$ cat config.mk
export PLATFORM = sky130hd
export DESIGN_NAME = uart_rx_oversampled
export DESIGN_NICKNAME = d
export VERILOG_FILES = /design/src/rtl/uart_rx_oversampled.sv
export SDC_FILE = /design/constraint.sdc
export NUM_CORES = 1
export LEC_CHECK = 0
export BUFFER_PORTS_ARGS = -buffer_cell sky130_fd_sc_hd__buf_4
export CORE_UTILIZATION = 50
export DETAILED_ROUTE_END_ITERATION = 8
export PLACE_DENSITY = 0.77
export SLEW_MARGIN = 20
export SYNTH_ARGS = -nofsm -noshare
export SYNTH_HDL_FRONTEND = slang
export SYNTH_SLANG_ARGS = --single-unit
$ cat constraint.sdc
create_clock -name CLK -period 1.3 [get_ports CLK]
set_input_delay 0.195 -clock CLK [delete_from_list [all_inputs] [get_ports CLK]]
set_output_delay 0.195 -clock CLK [all_outputs]
set_load 0.02 [all_outputs]
$ cat src/rtl/uart_rx_oversampled.sv
`default_nettype none
// ============================================================================
// Module      : uart_rx_oversampled
// Description : Oversampling UART receiver. The serial line is synchronized,
//               the start bit is qualified at its midpoint, and every data and
//               stop bit is sampled once at mid-bit by counting baud ticks.
//               Data is received LSB-first.
// Ports       : CLK          - system clock, rising edge
//               RESET        - synchronous active-high reset
//               s_tick       - baud enable, NUM_TICKS pulses per bit period
//               rx_bit       - asynchronous serial input, idle high
//               data_out     - last correctly received word
//               rx_done_tick - one-cycle pulse when data_out was just updated
//               frame_error  - one-cycle pulse when the stop bit sampled low
// Parameters  : NBIT_DATA in 5..9, NUM_TICKS even and >= 8
// Revision    : 1.0 - initial release
// ============================================================================
module uart_rx_oversampled #(
  parameter int NBIT_DATA = 8,
  parameter int NUM_TICKS = 16
) (
  input  logic                 CLK,
  input  logic                 RESET,
  input  logic                 s_tick,
  input  logic                 rx_bit,
  output logic [NBIT_DATA-1:0] data_out,
  output logic                 rx_done_tick,
  output logic                 frame_error
);

  localparam int c_SW = $clog2(NUM_TICKS);
  localparam int c_NW = $clog2(NBIT_DATA);

  localparam logic [c_SW-1:0] c_S_MID  = c_SW'(NUM_TICKS / 2 - 1);
  localparam logic [c_SW-1:0] c_S_LAST = c_SW'(NUM_TICKS - 1);
  localparam logic [c_NW-1:0] c_N_LAST = c_NW'(NBIT_DATA - 1);

  localparam logic [1:0] c_IDLE  = 2'd0;
  localparam logic [1:0] c_START = 2'd1;
  localparam logic [1:0] c_DATA  = 2'd2;
  localparam logic [1:0] c_STOP  = 2'd3;

  logic                 r_sync1;
  logic                 r_sync2;
  logic [1:0]           r_state;
  logic [c_SW-1:0]      r_s_cnt;
  logic [c_NW-1:0]      r_n_cnt;
  logic [NBIT_DATA-1:0] r_shift;
  logic [NBIT_DATA-1:0] r_data;
  logic                 r_done;
  logic                 r_ferr;

  logic                 w_rx_s;
  logic [1:0]           w_state_next;
  logic [c_SW-1:0]      w_s_cnt_next;
  logic [c_NW-1:0]      w_n_cnt_next;
  logic [NBIT_DATA-1:0] w_shift_next;
  logic                 w_stop_sample;
  logic                 w_done_set;
  logic                 w_ferr_set;

  assign w_rx_s = r_sync2;

  // State register, counters, shift register, synchronizer and the
  // registered result outputs. Synchronizer resets high so that reset
  // release never looks like a falling edge on an idle line.
  always_ff @(posedge CLK) begin
    if (RESET) begin
      r_sync1 <= 1'b1;
      r_sync2 <= 1'b1;
      r_state <= c_IDLE;
      r_s_cnt <= '0;
      r_n_cnt <= '0;
      r_shift <= '0;
      r_data  <= '0;
      r_done  <= 1'b0;
      r_ferr  <= 1'b0;
    end else begin
      r_sync1 <= rx_bit;
      r_sync2 <= r_sync1;
      r_state <= w_state_next;
      r_s_cnt <= w_s_cnt_next;
      r_n_cnt <= w_n_cnt_next;
      r_shift <= w_shift_next;
      r_done  <= w_done_set;
      r_ferr  <= w_ferr_set;
      if (w_done_set) begin
        r_data <= r_shift;
      end
    end
  end

  // Next-state logic. Only the IDLE start detection runs without a tick.
  always_comb begin
    w_state_next = r_state;
    w_s_cnt_next = r_s_cnt;
    w_n_cnt_next = r_n_cnt;
    w_shift_next = r_shift;
    case (r_state)
      c_IDLE: begin
        if (!w_rx_s) begin
          w_state_next = c_START;
          w_s_cnt_next = '0;
        end
      end
      c_START: begin
        if (s_tick) begin
          if (r_s_cnt == c_S_MID) begin
            // A line that is high again at mid start bit was a glitch.
            if (!w_rx_s) begin
              w_state_next = c_DATA;
              w_s_cnt_next = '0;
              w_n_cnt_next = '0;
            end else begin
              w_state_next = c_IDLE;
            end
          end else begin
            w_s_cnt_next = r_s_cnt + 1'b1;
          end
        end
      end
      c_DATA: begin
        if (s_tick) begin
          if (r_s_cnt == c_S_LAST) begin
            w_s_cnt_next = '0;
            w_n_cnt_next = r_n_cnt + 1'b1;
            w_shift_next = {w_rx_s, r_shift[NBIT_DATA-1:1]};
            if (r_n_cnt == c_N_LAST) begin
              w_state_next = c_STOP;
            end
          end else begin
            w_s_cnt_next = r_s_cnt + 1'b1;
          end
        end
      end
      c_STOP: begin
        if (s_tick) begin
          if (r_s_cnt == c_S_LAST) begin
            w_state_next = c_IDLE;
          end else begin
            w_s_cnt_next = r_s_cnt + 1'b1;
          end
        end
      end
      default: begin
        w_state_next = c_IDLE;
      end
    endcase
  end

  // Output decode: the stop-bit sample decides between done and error.
  // Both results are registered, so the pulses appear one cycle later.
  always_comb begin
    w_stop_sample = (r_state == c_STOP) && s_tick && (r_s_cnt == c_S_LAST);
    w_done_set    = w_stop_sample && w_rx_s;
    w_ferr_set    = w_stop_sample && !w_rx_s;
  end

  assign data_out     = r_data;
  assign rx_done_tick = r_done;
  assign frame_error  = r_ferr;

endmodule
`default_nettype wire

==> results.md, run 1 <==
* Outcome: finished with violations
* Failing checks: setup timing
* Final net count at between 150 and 200
* NetSw at ~0.00036 W
* Sequential fraction of the synthesis area at 47.3%
* Share of layout cells above drive strength 1 at between 40% and 50%
* Top_reg_cell synth: dfxtp_1
* Max_slew headroom at between 70% and 80%
* Worst-path fanout max at 4
* Final setup margin at -104 ps
* Layout area overhead at 31.0%
* FF-to-FF End: r_n_cnt[0]$_SDFFE_PP0P_
* Die height at 51.6 um
* Pin count of the biggest net entering global routing at 32
* Worst-path clk slew at approximately 90 ps
* Sum of negative setup slack at -955 ps
* Die width at 51.6 um
* Detailed-route via count at approximately 980
* Cells after DPL at approximately 170
* FFs w/ async S/R, synth at 0%
* Clk sinks at 29
* R2R cell count at 4
* PwrDens at 926 nW/um^2
* First drt pass iteration count at 4
* Post-synth EDFFs at 0
* Switch share at around a quarter
* Antenna Cells at 0
* Critical path launch point type: register
* Final hold violations at 0
* Reg power frac at ~60%
* Comb power frac at 5.1%
* H-Tree Level Count at 2
* Later-pin clock latency in the skew report at ~330 ps
* Die area at 2660 sq um
* Buffers added on ports at 13
* Vias in the first global route at a little under 1k
* Number of synthesized register bits at 29
* Clk buf depth at 2
* Final setup vio count at 17
* # fillers at ~180
* Yosys warnings at 0
* CTS tree: done
* Post-synth design cell area at 1230 sq um
* CP arrival at 1620 ps
* Register-to-register setup slack at -100 ps
* Starting Density at around 54%
* Max Slew Vio Count at 0
* Post-Layout Cell Count at between 150 and 200
* Root Buffer: clkbuf_4
* RSZ-0062 raised after global routing: yes
* Worst endpoint required time at about 1500 ps
* Worst Setup End Kind: register
* Antenna-violating nets left at 0
* Post-Route WL at approximately 2700 um
* HP Class: input pin to register
* First-pass GRT wire length at 4190 um
* GRT overflow at 0
* Hold Crit Start: rx_bit
* Syn Nets at around 130
* Final min period at between 1000 and 1500 ps
* Maximum operating frequency at slightly above 700 MHz
* Peak VDD IR at roughly 0.95 mV
* Critical path's slowest cell: or3b_1
* Hold depth at 2
* Crit-path cells: or3b_1, a211o_1, mux2i_1, nor2_1
* Hold-fix buffers at CTS at 0
* Hpwl dp at 1560 um
* CTS Buf Count at 5
* Avg Inst Size Synth at ~10 sq um
* Crit path buffers/inverters at 0
* Slew @ Worst Pin at 302 ps
* Leakage at ~0.69 nW
* Detailed Route Iter0 Violations at 7
* Slowest stage delay, CP at around 370 ps
* Final Skew at about 7.4 ps
* Kind of critical path: register to register
* Core Footprint at 2250 sq um
* Multi-input gate area at between 700 and 800 sq um
* Commonest cells after routing, fill and taps aside: 24 x nor2_1, 24 x buf_4, 23 x dfxtp_1, 17 x mux2i_1, 5 x clkbuf_4
* DR WL/cell at 15.2 um
* Num rows at 17
* Pint at 0.00113 W
* Top Ports at 14
* Residual DRC at 0
* All-Layer GR Usage at between 20% and 30%
* GPL Wtd Cong at roughly 0.9
* FF+latch area at between 500 and 600 sq um
* Initial antenna violation count at 0
* Cell count after synthesis at between 100 and 150
* Post-synthesis cell type count at 35
* Crit-path leading delay family: simple AND/OR/NAND/NOR gates
* Hold Path End: r_sync1$_SDFF_PP1_
* Max Cap Violations at 0
* Vias/cell at 5.42
* Final Cycle Share at 108%
* Clk pwr share at a little over a third
-- timing repair --
item	4_1_cts	5_1_grt
buffers inserted	2	0
resized for setup	15	15
endpoints found under the setup margin	21	25
gates cloned	1	0
pin swaps	8	11
-- power by group through the flow --
stage | sequential [W] | combinational (W) | clock [W]
floorplan | 0.000918 | 0.0000384 | 0
CTS | 0.000898 | 0.0000633 | 0.000534
global route | 0.000895 | 0.0000827 | 0.000574
finish | 0.000894 | 0.0000765 | 0.000519
detailed placement | 0.000918 | 0.0000589 | 0
global placement | 0.000918 | 0.0000579 | 0
-- metrics by stage --
step	power, W	setup slack, ps	area (sq um)	util, %	hold slack [ps]
2_1_floorplan	0.000957	-43.6	1250	-	299
3_3_place_gp	0.000976	-38.4	1410	62.7	382
3_5_place_dp	0.000977	-61.6	1410	62.7	382
4_1_cts	0.00150	-77.4	1530	68.0	28.8
5_1_grt	0.00155	-153	1610	71.4	23.6
6_report	0.00149	-104	1610	71.4	42.2
-- kinds of logic after synthesis --
| group | synth area share [%] |
|---|---|
| fa+ha+maj | 3.06 |
| mux | 14.8 |
| flops | 47.3 |
| xor+xnor | 0.713 |
| buf+inv | 4.28 |
| simple gates | 20.4 |
| compound gates | 9.57 |
-- flip-flops by register name (all words and copies together) (netlist names), named ones only --
name / flops
r_n_cnt: 3
r_s_cnt: 4
r_sync2: 1
rx_done_tick: 1
r_state: 1
r_sync1: 1
r_shift: 8
data_out: 8
frame_error: 1
-- area by class of cell --
type,instances,share of cell area (%)
clock buffers,6,2.57
clock inverters,2,0.622
inverters,1,0.233
multi-input cells,87,44.2
flip-flops and latches,29,36.9
well taps,28,2.18
repair buffers,27,13.3
-- worst max-delay path by stage --
| stage | to | startpoint | slack, ps | depth (start not counted) |
|---|---|---|---|---|
| floorplan | r_n_cnt[1]$_SDFFE_PP0P_ | r_sync2$_SDFF_PP1_ | -40 | 5 |
| global placement | data_out[3]$_SDFFE_PP0P_ | r_s_cnt[1]$_SDFFE_PP0P_ | -40 | 5 |
| detailed placement | data_out[0]$_SDFFE_PP0P_ | r_s_cnt[1]$_SDFFE_PP0P_ | -60 | 5 |
| CTS | r_n_cnt[0]$_SDFFE_PP0P_ | register | -80 | 4 |
| global route | r_state[0]$_SDFFE_PP0P_ | r_s_cnt[1]$_SDFFE_PP0P_ | -150 | 5 |
| finish | r_n_cnt[0]$_SDFFE_PP0P_ | register | -100 | 4 |
-- metal layers --
layer	GRT usage, %	vias up	routed length (um)
li1	-	488	-
met5	0	-	0
met4	12.2	0	48
met1	23.3	468	1210
met3	8.19	6	91
met2	39.0	13	1400
-- synth_stat cells, types with 2 or more instances --
master / n / area [sq um]
dfxtp_1: 29 / 581
nor2_1: 26 / 97.6
mux2i_1: 17 / 170
nand3_1: 4 / 20.0
o21ai_0: 4 / 20.0
clkbuf_1: 3 / 11.3
ha_1: 3 / 37.5
nand2_1: 3 / 11.3
nand2b_1: 3 / 18.8
nor3b_1: 3 / 22.5
a21oi_1: 2 / 10.0
a22oi_1: 2 / 15.0
a31oi_1: 2 / 12.5
or2_2: 2 / 12.5
-- worst reg2reg max path: stages, from the launching register on --
cell and delay, ps:
dfxtp_2 350, or3b_1 370, a211o_1 320, mux2i_1 200, nor2_1 60
No activity file was read; power rests on OpenSTA's default activity.
==> inputs of run 2 (changes only) <==
CORE_UTILIZATION = 55   (was 50)
PLACE_DENSITY = 0.8   (was 0.77)
clock period = 1.4 ns   (was 1.3 ns; I/O delays follow)
==> results.md, run 2 (synthesis results as in run 1) <==
* Num rows at 16
* GRT overflow at 0
* HP Class: input pin to register
* Die area at 2430 sq um
* H-Tree Level Count at 2
* Worst endpoint required time at approximately 1600 ps
* Hold-fix buffers at CTS at 0
* Core Footprint at about 2000 sq um
* Sum of negative setup slack at 0 ps
* Multi-input gate area at approximately 650 sq um
* All-Layer GR Usage at between 20% and 30%
* NetSw at 0.000316 W
* Final hold violations at 0
* Post-Route WL at about 2400 um
* Final setup vio count at 0
* GPL Wtd Cong at approximately 0.94
* Worst-path fanout max at 5
* Pin count of the biggest net entering global routing at 32
* Kind of critical path: register to register
* Max Slew Vio Count at 0
* Buffers added on ports at 13
* Later-pin clock latency in the skew report at ~330 ps
* DR WL/cell at between 10 and 15 um
* R2R cell count at 4
* Clk buf depth at 2
* Top Ports at 14
* Final net count at approximately 160
* Most common cell after layout, fill and taps aside: buf_4
* Setup crit end: r_n_cnt[2]$_SDFFE_PP0P_
* Comb power frac at 4.7%
* Initial antenna violation count at 0
* Switch share at a little under a quarter
* CP arrival at 1610 ps
* Die width at about 49 um
* Vias/cell at ~5.6
* Final min period at ~1400 ps
* First-pass GRT wire length at around 4200 um
* Share of layout cells above drive strength 1 at roughly 37%
* Pint at about 0.0010 W
* Commonest cells after routing, fill and taps aside: 27 x buf_4, 25 x nor2_1, 23 x dfxtp_1, 17 x mux2i_1, 5 x clkbuf_4
* Reg power frac at between 60% and 70%
* Starting Density at between 60% and 70%
* FF+latch area at just under 600 sq um
* CTS Buf Count at 5
* FF-to-FF End: r_n_cnt[2]$_SDFFE_PP0P_
* Antenna-violating nets left at 0
* Residual DRC at 0
* Max_slew headroom at ~79%
* Clk pwr share at around 34%
* Final Skew at 14.8 ps
* CTS tree: done
* Maximum operating frequency at just over 700 MHz
* WHS at about 71 ps
* Critical path launch point type: register
* RSZ-0062 raised after global routing: yes
* Outcome: finished, final reports clean
* Register-to-register setup slack at around 5.9 ps
* Root Buffer: clkbuf_4
* # fillers at ~150
* Final Total Pwr at ~0.0014 W
* Worst Setup End Kind: register
* Hpwl dp at 1690 um
* PwrDens at ~880 nW/um^2
* Peak VDD IR at between 1 and 1.5 mV
* Layout area overhead at 26.4%
* Detailed-route via count at around 1k
* Final Cycle Share at between 90% and 100%
* Vias in the first global route at a little over 900
* Die height at 49.3 um
* First drt pass iteration count at 4
* Leakage at about 0.68 nW
* Detailed Route Iter0 Violations at 29
* Clk sinks at 29
* Slew @ Worst Pin at about 310 ps
* Worst-path clk slew at ~90 ps
* Antenna Cells at 0
* Max Cap Violations at 0
## run 2: changes by cell type in the layout (fill, tap and decap cells not counted), sizes merged
| cell | previous run | this run |
|---|---|---|
| buf | 27 | 28 |
## run 2: worst max-delay path, cell delays in order (launching register included)
cell and delay (ps):
dfxtp_4 380, or3b_1 340, a211o_1 310, a22oi_1 180
nor2_1 50
## run 2: worst min path at each step
stage | start | to | slack (ps) | cells after the start
floorplan | rx_bit | r_sync1$_SDFF_PP1_ | 310 | 1
global placement | r_sync1$_SDFF_PP1_ | r_sync2$_SDFF_PP1_ | 390 | 1
detailed placement | r_sync1$_SDFF_PP1_ | r_sync2$_SDFF_PP1_ | 400 | 1
CTS | rx_bit | r_sync1$_SDFF_PP1_ | 60 | 2
global route | rx_bit | r_sync1$_SDFF_PP1_ | 70 | 2
finish | rx_bit | r_sync1$_SDFF_PP1_ | 70 | 2
## run 2: through the flow
stage | utilization (%) | std cells | instance area, sq um | setup slack (ps)
floorplan | - | 124 | 1230 | 13.5
global placement | 69.1 | 168 | 1400 | -85.3
detailed placement | 69.1 | 168 | 1400 | -94.1
CTS | 73.9 | 179 | 1490 | 19.4
global route | 76.8 | 180 | 1550 | -74.0
finish | 76.8 | 180 | 1550 | 5.85
## run 2: layer usage
layer,vias to the layer above,part of all wire (%),global-route usage [%]
li1,498,-,-
met1,478,42,26.1
met2,20,51,37.0
met3,4,5.1,9.35
met4,0,1.4,11.8
met5,-,0,0
## run 2: area by class of cell
type                       count  area share [%]
multi-input combinational     87            42.1
inverter                       1           0.242
clock inverter                 2           0.645
tap                           27            2.18
sequential                    29            38.4
timing repair buffer          28            13.8
clock buffer                   6            2.66
## run 2: power by group through the flow
stage / sequential (W) / combinational (W) / clock, W
finish: 0.000830 / 0.0000641 / 0.000467
global route: 0.000831 / 0.0000703 / 0.000518
CTS: 0.000833 / 0.0000603 / 0.000484
detailed placement: 0.000854 / 0.0000545 / 0
global placement: 0.000853 / 0.0000521 / 0
floorplan: 0.000852 / 0.0000355 / 0
## run 2: what timing repair did
action | CTS | global route
resized for setup | 9 | 13
setup buffers | 2 | 1
gates cloned | 1 | 0
pin swaps | 3 | 5
endpoints found under the setup margin | 19 | 21
endpoints found under the hold margin | 0 | 0
